--- config.mk ---
export PLATFORM = sky130hd
export DESIGN_NAME = imm_packer
export DESIGN_NICKNAME = d
export VERILOG_FILES = /design/src/rtl/imm_pkg.sv /design/src/rtl/imm_fit_check.sv /design/src/rtl/imm_packer.sv
export SDC_FILE = /design/constraint.sdc
export NUM_CORES = 1
export LEC_CHECK = 0
export BUFFER_PORTS_ARGS = -buffer_cell sky130_fd_sc_hd__buf_2
export CORE_AREA = 8 8 145 147
export DETAILED_ROUTE_END_ITERATION = 7
export DIE_AREA = 0 0 153 155
export GPL_TIMING_DRIVEN = 0
export PLACE_DENSITY = 0.46
export SETUP_SLACK_MARGIN = 0.4
export SYNTH_ARGS = -nofsm -noshare
export SYNTH_HDL_FRONTEND = slang
export SYNTH_HIERARCHICAL = 1
export SYNTH_SLANG_ARGS = --single-unit
--- constraint.sdc ---
create_clock -name clk -period 1.96 [get_ports clk]
set_clock_uncertainty 0.2 [all_clocks]
set_input_delay 0.098 -clock clk [delete_from_list [all_inputs] [get_ports clk]]
set_output_delay 0.098 -clock clk [all_outputs]
set_load 0.02 [all_outputs]
--- src/rtl/imm_pkg.sv ---
// Shared immediate-format definitions for the packer and the decoder's sign-extension path.
package imm_pkg;

    localparam int INSTR_W = 38;
    localparam int IMM_W   = 24;

    typedef enum logic [1:0] {
        IMM_10   = 2'b00,
        IMM_16   = 2'b01,
        IMM_2    = 2'b10,
        IMM_NONE = 2'b11
    } imm_src_t;

    function automatic int unsigned field_width(input imm_src_t src);
        case (src)
            IMM_10:  return 10;
            IMM_16:  return 16;
            IMM_2:   return 2;
            default: return 0;
        endcase
    endfunction

    // Low-order ones covering the immediate field; zero for IMM_NONE.
    function automatic logic [IMM_W-1:0] field_mask(input imm_src_t src);
        logic [IMM_W:0] one_hot;
        one_hot = (IMM_W+1)'(1) << field_width(src);
        return IMM_W'(one_hot - (IMM_W+1)'(1));
    endfunction

endpackage

--- src/rtl/imm_fit_check.sv ---
// Combinational range check and field truncation of an immediate for one format.
module imm_fit_check
    import imm_pkg::*;
(
    input  logic [IMM_W-1:0] imm,
    input  imm_src_t         src,
    output logic             fits,
    output logic [IMM_W-1:0] field
);

    // The value fits when every bit from the field's sign bit upward is identical.
    always_comb begin
        fits = 1'b1;
        case (src)
            IMM_10:  fits = (&imm[IMM_W-1:9])  | ~(|imm[IMM_W-1:9]);
            IMM_16:  fits = (&imm[IMM_W-1:15]) | ~(|imm[IMM_W-1:15]);
            IMM_2:   fits = (&imm[IMM_W-1:1])  | ~(|imm[IMM_W-1:1]);
            default: fits = 1'b1;
        endcase
    end

    assign field = imm & field_mask(src);

endmodule

--- src/rtl/imm_packer.sv ---
// Two-stage valid/ready pipeline inserting a range-checked immediate into an instruction word.
module imm_packer
    import imm_pkg::*;
#(
    parameter int ADDR_W = 10,
    parameter int ERR_W  = 16
) (
    input  logic               clk,
    input  logic               rst,
    input  logic               in_valid,
    output logic               in_ready,
    input  logic [INSTR_W-1:0] in_instr,
    input  logic [IMM_W-1:0]   in_imm,
    input  logic [1:0]         in_imm_src,
    output logic               out_valid,
    input  logic               out_ready,
    output logic [INSTR_W-1:0] out_instr,
    output logic [ADDR_W-1:0]  out_addr,
    output logic               out_range_err,
    output logic [ERR_W-1:0]   err_count
);

    logic               s1_valid;
    logic [INSTR_W-1:0] s1_instr;
    logic [IMM_W-1:0]   s1_imm;
    imm_src_t           s1_src;

    logic               s2_valid;
    logic [INSTR_W-1:0] s2_instr;
    logic               s2_err;

    logic [ADDR_W-1:0]  addr_cnt;
    logic [ERR_W-1:0]   err_cnt;

    logic               s1_fits;
    logic [IMM_W-1:0]   s1_field;
    logic [INSTR_W-1:0] merged;
    logic               merged_err;
    logic               s1_load;
    logic               s2_load;
    logic               out_hs;

    imm_fit_check u_fit (
        .imm   (s1_imm),
        .src   (s1_src),
        .fits  (s1_fits),
        .field (s1_field)
    );

    assign merged     = (s1_instr & ~INSTR_W'(field_mask(s1_src))) | INSTR_W'(s1_field);
    assign merged_err = (s1_src != IMM_NONE) & ~s1_fits;

    assign s2_load  = ~s2_valid | out_ready;
    assign s1_load  = ~s1_valid | s2_load;
    assign in_ready = s1_load;
    assign out_hs   = s2_valid & out_ready;

    always_ff @(posedge clk) begin
        if (rst) begin
            s1_valid <= 1'b0;
            s1_instr <= '0;
            s1_imm   <= '0;
            s1_src   <= IMM_NONE;
        end else if (s1_load) begin
            s1_valid <= in_valid;
            if (in_valid) begin
                s1_instr <= in_instr;
                s1_imm   <= in_imm;
                s1_src   <= imm_src_t'(in_imm_src);
            end
        end
    end

    always_ff @(posedge clk) begin
        if (rst) begin
            s2_valid <= 1'b0;
            s2_instr <= '0;
            s2_err   <= 1'b0;
        end else if (s2_load) begin
            s2_valid <= s1_valid;
            if (s1_valid) begin
                s2_instr <= merged;
                s2_err   <= merged_err;
            end
        end
    end

    always_ff @(posedge clk) begin
        if (rst) begin
            addr_cnt <= '0;
            err_cnt  <= '0;
        end else if (out_hs) begin
            addr_cnt <= addr_cnt + 1'b1;
            if (s2_err && err_cnt != {ERR_W{1'b1}})
                err_cnt <= err_cnt + 1'b1;
        end
    end

    assign out_valid     = s2_valid;
    assign out_instr     = s2_instr;
    assign out_range_err = s2_err;
    assign out_addr      = addr_cnt;
    assign err_count     = err_cnt;

endmodule

==> results.py, run 1 <==
metrics = {
    "run_status": {
        "status": "complete, but fails checks",
        "violations": "setup timing",
    },
    "global_routing": {
        "track_usage_pct": 15.13,
        "gr-max-usage-layer": "met2",
        "grt_max_degree": 17,
        "antenna_found_initial": 0,
        "use_met3_pct": 3.800,
        "grt.overflow.total": 0,
        "grt_pass1_wl_um": 28260,
        "grt_pass1_vias": 5339,
        "met1_usage_pct": 17.98,
        "met2_usage_pct": 25.96,
    },
    "timing": {
        "fin_crit_ps": 2025,
        "period_share_pct": 103.3,
        "max_slew_margin_pct": 50.02,
        "setup_viol": 1,
        "tightest_slew_ps": 749.7,
        "rsz0062_at_grt": "true",
        "fin_ws_ps": -64.92,
        "slew_violations": 0,
        "fmax_ghz": 0.4938,
        "hold_viol_final": 0,
    },
    "clock_network": {
        "clockRootBuffer": "clkbuf_16",
        "clkTransAtPathRegs_ps": 60,
        "clock_path_buffers": 2,
        "cts_buffers": 17,
        "clk_latency_ps": 420,
        "cts.htree.levels": 4,
        "cts_num_sinks": 131,
        "cts_tree": "built",
    },
    "route": {
        "viasPerCell": 4.637,
        "ant_nets": 0,
        "drc": 0,
        "first_pass_iters": 4,
        "first_iter_violations": 176,
        "vias": 5356,
        "wl_per_cell_um": 15.62,
        "wirelength_um": 18040,
    },
    "power": {
        "total_power_uw": 7186,
        "ir_worst_vdd_mv": 0.5583,
        "p_per_area_mw_per_mm2": 833.6,
        "power_leakage_uw": 0.003611,
    },
    "setup_path": {
        "cp_slowest_cell": "or4_4",
        "cp.arrival_ps": 2100,
        "worstPathRequired_ps": 2040,
        "critPathLaunchType": "register",
        "crit_path_end_kind": "register",
        "crit_chain": "or4_4 > nor4_4 > nand3_2 > a22oi_2 > nand3b_1 > a21oi_1",
        "r2r_cells": 6,
        "path_max_fanout": 3,
        "slowest_delay_ps": 560,
        "critPathKind": "register to register",
    },
    "finish": {
        "syn_to_final_growth_pct": 62.08,
        "final_cell_mix": "nand2_1, buf_2, dfxtp_1",
        "finalNetCount": 977,
        "final_common_cell": "nand2_1",
        "utilization_pct": 45.49,
        "fin_cells": 1155,
        "final_area_mm2": 0.008621,
        "antenna_cells": 0,
        "drive_above_1_share_pct": 37.51,
        "final.fill_count": 1890,
    },
    "floorplanning": {
        "start_util_pct": 28.06,
        "dieArea_mm2": 0.02372,
        "die_w_um": 153,
        "rows": 51,
        "die_height_um": 155,
        "fp.coreArea_mm2": 0.01895,
        "ios": 135,
    },
    "synthesis": {
        "ys_ff_latch": 131,
        "synth_area_mm2": 0.005319,
        "synthCells": 659,
        "synthDistinctLibCells": 47,
        "yosysWarnings": 6,
        "postSynthAreaPerCell_um2": 8.071,
        "seq_area_frac_synth_pct": 49.31,
    },
    "place": {
        "dp.cells": 1037,
        "place_ws_ps": -109.2,
        "placed_area_mm2": 0.006456,
        "io_buffers": 133,
        "gp_congestion": 0.7795,
        "dp_hpwl_um": 12510,
    },
    "worst_hold_path": {
        "whs_path_depth": 4,
        "min_path_type": "primary input to register",
    },
    "run": {
        "drv_cap": 0,
    },
}
-- final cells by class --
| class | instances | area (um2) | area share (%) |
|---|---|---|---|
| buffer | 46 | 419.2 | 4.862 |
| clock buffer | 24 | 533.0 | 6.183 |
| clock inverter | 8 | 116.4 | 1.350 |
| inverter | 6 | 22.52 | 0.2612 |
| multi-input combinational | 484 | 3037 | 35.22 |
| sequential | 131 | 2693 | 31.23 |
| tap | 238 | 297.8 | 3.454 |
| timing repair buffer | 218 | 1503 | 17.43 |
-- Yosys cell counts, drive strengths merged --
cell type | number | share of area [%]
a21oi | 100 | 9.4
clkbuf | 21 | 1.7
a211oi | 14 | 2.0
o21ai | 6 | 0.56
nand3 | 12 | 1.1
nor4 | 6 | 0.99
ha | 5 | 1.2
or3 | 7 | 0.87
o221ai | 1 | 0.16
conb | 1 | 0.071
dfxtp | 131 | 49
nor3 | 27 | 2.5
mux2i | 1 | 0.19
nand2b | 3 | 0.35
nor2 | 44 | 3.1
nand2 | 173 | 12
nand3b | 4 | 0.56
o31ai | 5 | 0.71
nand4b | 1 | 0.16
buf | 25 | 2.8
nor4b | 1 | 0.16
o41ai | 2 | 0.47
xor2 | 6 | 0.99
a22oi | 1 | 0.14
inv | 6 | 0.42
a311oi | 2 | 0.33
and2 | 17 | 2.0
or4 | 8 | 1.3
and3 | 3 | 0.45
xnor2 | 3 | 0.49
a41o | 1 | 0.19
nand4 | 11 | 1.4
mux2 | 3 | 0.64
or2b | 1 | 0.14
and4 | 3 | 0.52
nor2b | 4 | 0.47
-- worst paths after layout --
kind                start             to  slack, ps
min reg2reg  s1_instr[32]  out_instr[32]        250
max reg2reg    s1_imm[16]  out_range_err        -60
max            s1_imm[16]  out_range_err        -60
min             out_ready       s1_valid         20
-- metal layers --
layer  vias to the layer above  routed length, um
li1                       2735                  -
met3                        16                695
met1                      2490               8131
met2                       115               8969
met5                         -                  0
met4                         0                240
-- registers in the layout, indices dropped and copies added (netlist names) --
| register | cells |
|---|---|
| s1_valid | 1 |
| out_valid | 1 |
| s1_imm | 24 |
| out_range_err | 1 |
| out_addr | 10 |
| out_instr | 38 |
| err_count | 16 |
| s1_instr | 38 |
| s1_src | 2 |
-- worst max-delay path, delay by kind of cell, from the launching register on --
kind,cells,cell delay [ps]
AO/OA/AOI/OAI,2,230
flip-flops,1,320
AND/OR/NAND/NOR,4,1130
-- stage by stage --
step / setup TNS [ps] / hold WS, ps
final: -64.92 / 19.91
after global routing: -177.7 / 8.381
after detailed placement: -149.6 / 139.5
after CTS: -112.9 / 0.5028
after global placement: -118.2 / 150.2
after floorplan: 0 / 23.40
-- timing repair --
| action | 4_1_cts | 5_1_grt |
|---|---|---|
| pin swaps | 17 | 14 |
| hold buffers | 68 | 0 |
| buffers inserted | 9 | 7 |
| cloned | 2 | 0 |
| endpoints found under the setup margin | 115 | 106 |
| endpoints found under the hold margin | 72 | 0 |
| gates resized for setup | 55 | 126 |
-- where the power goes --
group	internal, uW	switching [uW]
clock network	2270	1170
registers	2770	106
logic	410	454
-- kinds of logic after synthesis --
logic type | Yosys count | share of synthesized area, %
buf+inv | 52 | 4.846
other cells | 1 | 0.07050
fa+ha+maj | 5 | 1.176
flops | 131 | 49.31
simple gates | 325 | 28.35
mux | 4 | 0.8233
compound gates | 132 | 13.95
xor+xnor | 9 | 1.482
Power figures use the tool's default switching activity.
==> run 2, diff against run 1 <==
--- a/config.mk
+++ b/config.mk
@@ -10,7 +10,7 @@
 export DETAILED_ROUTE_END_ITERATION = 7
 export DIE_AREA = 0 0 153 155
 export GPL_TIMING_DRIVEN = 0
-export PLACE_DENSITY = 0.46
+export PLACE_DENSITY_LB_ADDON = 0.3
 export SETUP_SLACK_MARGIN = 0.4
 export SYNTH_ARGS = -nofsm -noshare
 export SYNTH_HDL_FRONTEND = slang
==> results.py, run 2 (synthesis gave the netlist of run 1 again) <==
metrics = {
    "setup_path": {
        "worstPathRequired_ps": 2030,
        "r2r_cells": 6,
        "cp.arrival_ps": 2130,
        "reg2reg_from": "s1_imm[19]",
        "path_max_fanout": 3,
        "critPathKind": "register to register",
        "rrSetupSlack_ps": -100,
        "r2r-end": "out_range_err",
        "crit_path_end_kind": "register",
        "critPathLaunchType": "register",
    },
    "finish": {
        "final_common_cell": "buf_2",
        "drive_above_1_share_pct": 54.73,
        "utilization_pct": 52.81,
        "regArea_mm2": 0.002689,
        "multi_input_area_mm2": 0.003901,
        "final.fill_count": 1679,
        "antenna_cells": 0,
        "finalNetCount": 1001,
        "final_area_mm2": 0.01001,
        "fin_cells": 1179,
        "syn_to_final_growth_pct": 88.17,
        "final_cell_mix": "buf_2, dfxtp_1, nand2_1",
    },
    "clock_network": {
        "clk_latency_ps": 420,
        "cts_num_sinks": 131,
        "cts_buffers": 17,
        "cts_tree": "built",
        "clkTransAtPathRegs_ps": 60,
        "cts.htree.levels": 4,
        "clockRootBuffer": "clkbuf_16",
        "clock_path_buffers": 2,
    },
    "timing": {
        "rsz0062_at_grt": "true",
        "setup_viol": 1,
        "period_share_pct": 105.2,
        "tightest_slew_ps": 787.2,
        "hold_viol_final": 0,
        "fmax_ghz": 0.4849,
        "fin_ws_ps": -102.3,
        "slew_violations": 0,
        "max_slew_margin_pct": 47.52,
        "fin_hold_ws_ps": 19.65,
        "fin_crit_ps": 2062,
    },
    "run_status": {
        "status": "complete, but fails checks",
        "violations": "setup timing",
    },
    "power": {
        "total_power_uw": 7433,
        "swShare_pct": 27.22,
        "power.switching_uw": 2023,
        "power_leakage_uw": 0.004258,
        "comb_power_share_pct": 16.3,
        "pwr-share-clk_pct": 44.9,
        "ir_worst_vdd_mv": 0.5899,
        "internal_power_uw": 5410,
        "pwr-share-seq_pct": 38.8,
        "p_per_area_mw_per_mm2": 742.7,
    },
    "place": {
        "placed_area_mm2": 0.006456,
        "dp.cells": 1037,
        "io_buffers": 133,
        "gp_congestion": 0.8201,
        "dp_hpwl_um": 11990,
    },
    "route": {
        "drc": 0,
        "wirelength_um": 20170,
        "first_pass_iters": 4,
        "ant_nets": 0,
        "viasPerCell": 4.790,
        "first_iter_violations": 212,
        "vias": 5647,
        "wl_per_cell_um": 17.11,
    },
    "floorplanning": {
        "start_util_pct": 28.06,
        "fp.coreArea_mm2": 0.01895,
        "ios": 135,
        "rows": 51,
        "die_w_um": 153,
        "die_height_um": 155,
        "dieArea_mm2": 0.02372,
    },
    "global_routing": {
        "grt_max_degree": 17,
        "antenna_found_initial": 0,
        "grt_pass1_vias": 5490,
        "grt_pass1_wl_um": 29210,
        "track_usage_pct": 15.59,
        "grt.overflow.total": 0,
    },
    "worst_hold_path": {
        "min_to": "out_addr[5]",
        "min_path_type": "primary input to register",
        "min_from": "out_ready",
        "whs_path_depth": 5,
    },
    "run": {
        "drv_cap": 0,
    },
}
==> run 2: per-layer routing <==
layer / up-vias / track usage (%) / part of all wire, %
met1: 2693 / 18.33 / 43
met2: 136 / 27.11 / 51
met4: 0 / 5.231 / 1.9
li1: 2790 / - / -
met5: - / 0 / 0
met3: 28 / 4.189 / 4.3
==> run 2: how the worst max path moves through the flow <==
stage | slack [ps] | startpoint | endpoint
after global routing | -190 | s1_imm[19] | out_range_err
after detailed placement | -130 | s1_imm[11] | out_range_err
final | -100 | s1_imm[19] | out_range_err
after floorplan | 110 | s1_imm[18] | out_range_err
after CTS | -120 | s1_imm[18] | out_range_err
after global placement | -110 | s1_imm[18] | out_range_err
==> run 2: what timing repair did <==
| item | CTS | global route |
|---|---|---|
| buffers inserted | 15 | 13 |
| gates resized for setup | 246 | 190 |
| gates cloned | 8 | 6 |
| hold buffers | 68 | 0 |
| pin swaps | 96 | 104 |
| hold endpoints to repair | 71 | 0 |
| setup endpoints to repair | 115 | 128 |
==> run 2: layout make-up <==
cell class	count	area share, %
buffer	46	4.838
clock buffer	18	4.388
clock inverter	14	1.788
inverter	6	0.2250
multi-input combinational	483	38.98
sequential	131	26.87
tap	238	2.975
timing repair buffer	243	19.94
==> run 2: power by group through the flow <==
stage / Sequential (uW) / Combinational [uW] / Clock (uW)
3_5_place_dp: 2910 / 634 / 0
4_1_cts: 2870 / 1010 / 3400
3_3_place_gp: 2910 / 629 / 0
2_1_floorplan: 2940 / 344 / 0
5_1_grt: 2900 / 1290 / 3530
6_report: 2880 / 1210 / 3340
==> run 2: worst max-delay path, stage by stage, from the launching register on <==
cell and delay, ps:
dfxtp_2 330, or4_4 550, nor4_4 300, nand3_1 130, a22oi_2 180, nand3b_1 150, a21oi_1 70
==> run 2: stage by stage <==
stage          setup WS, ps  TNS [ps]
2_1_floorplan         113.7         0
3_3_place_gp         -112.1    -112.1
3_5_place_dp         -129.0    -348.9
4_1_cts              -124.8    -124.8
5_1_grt              -190.3    -278.1
6_report             -102.3    -102.3
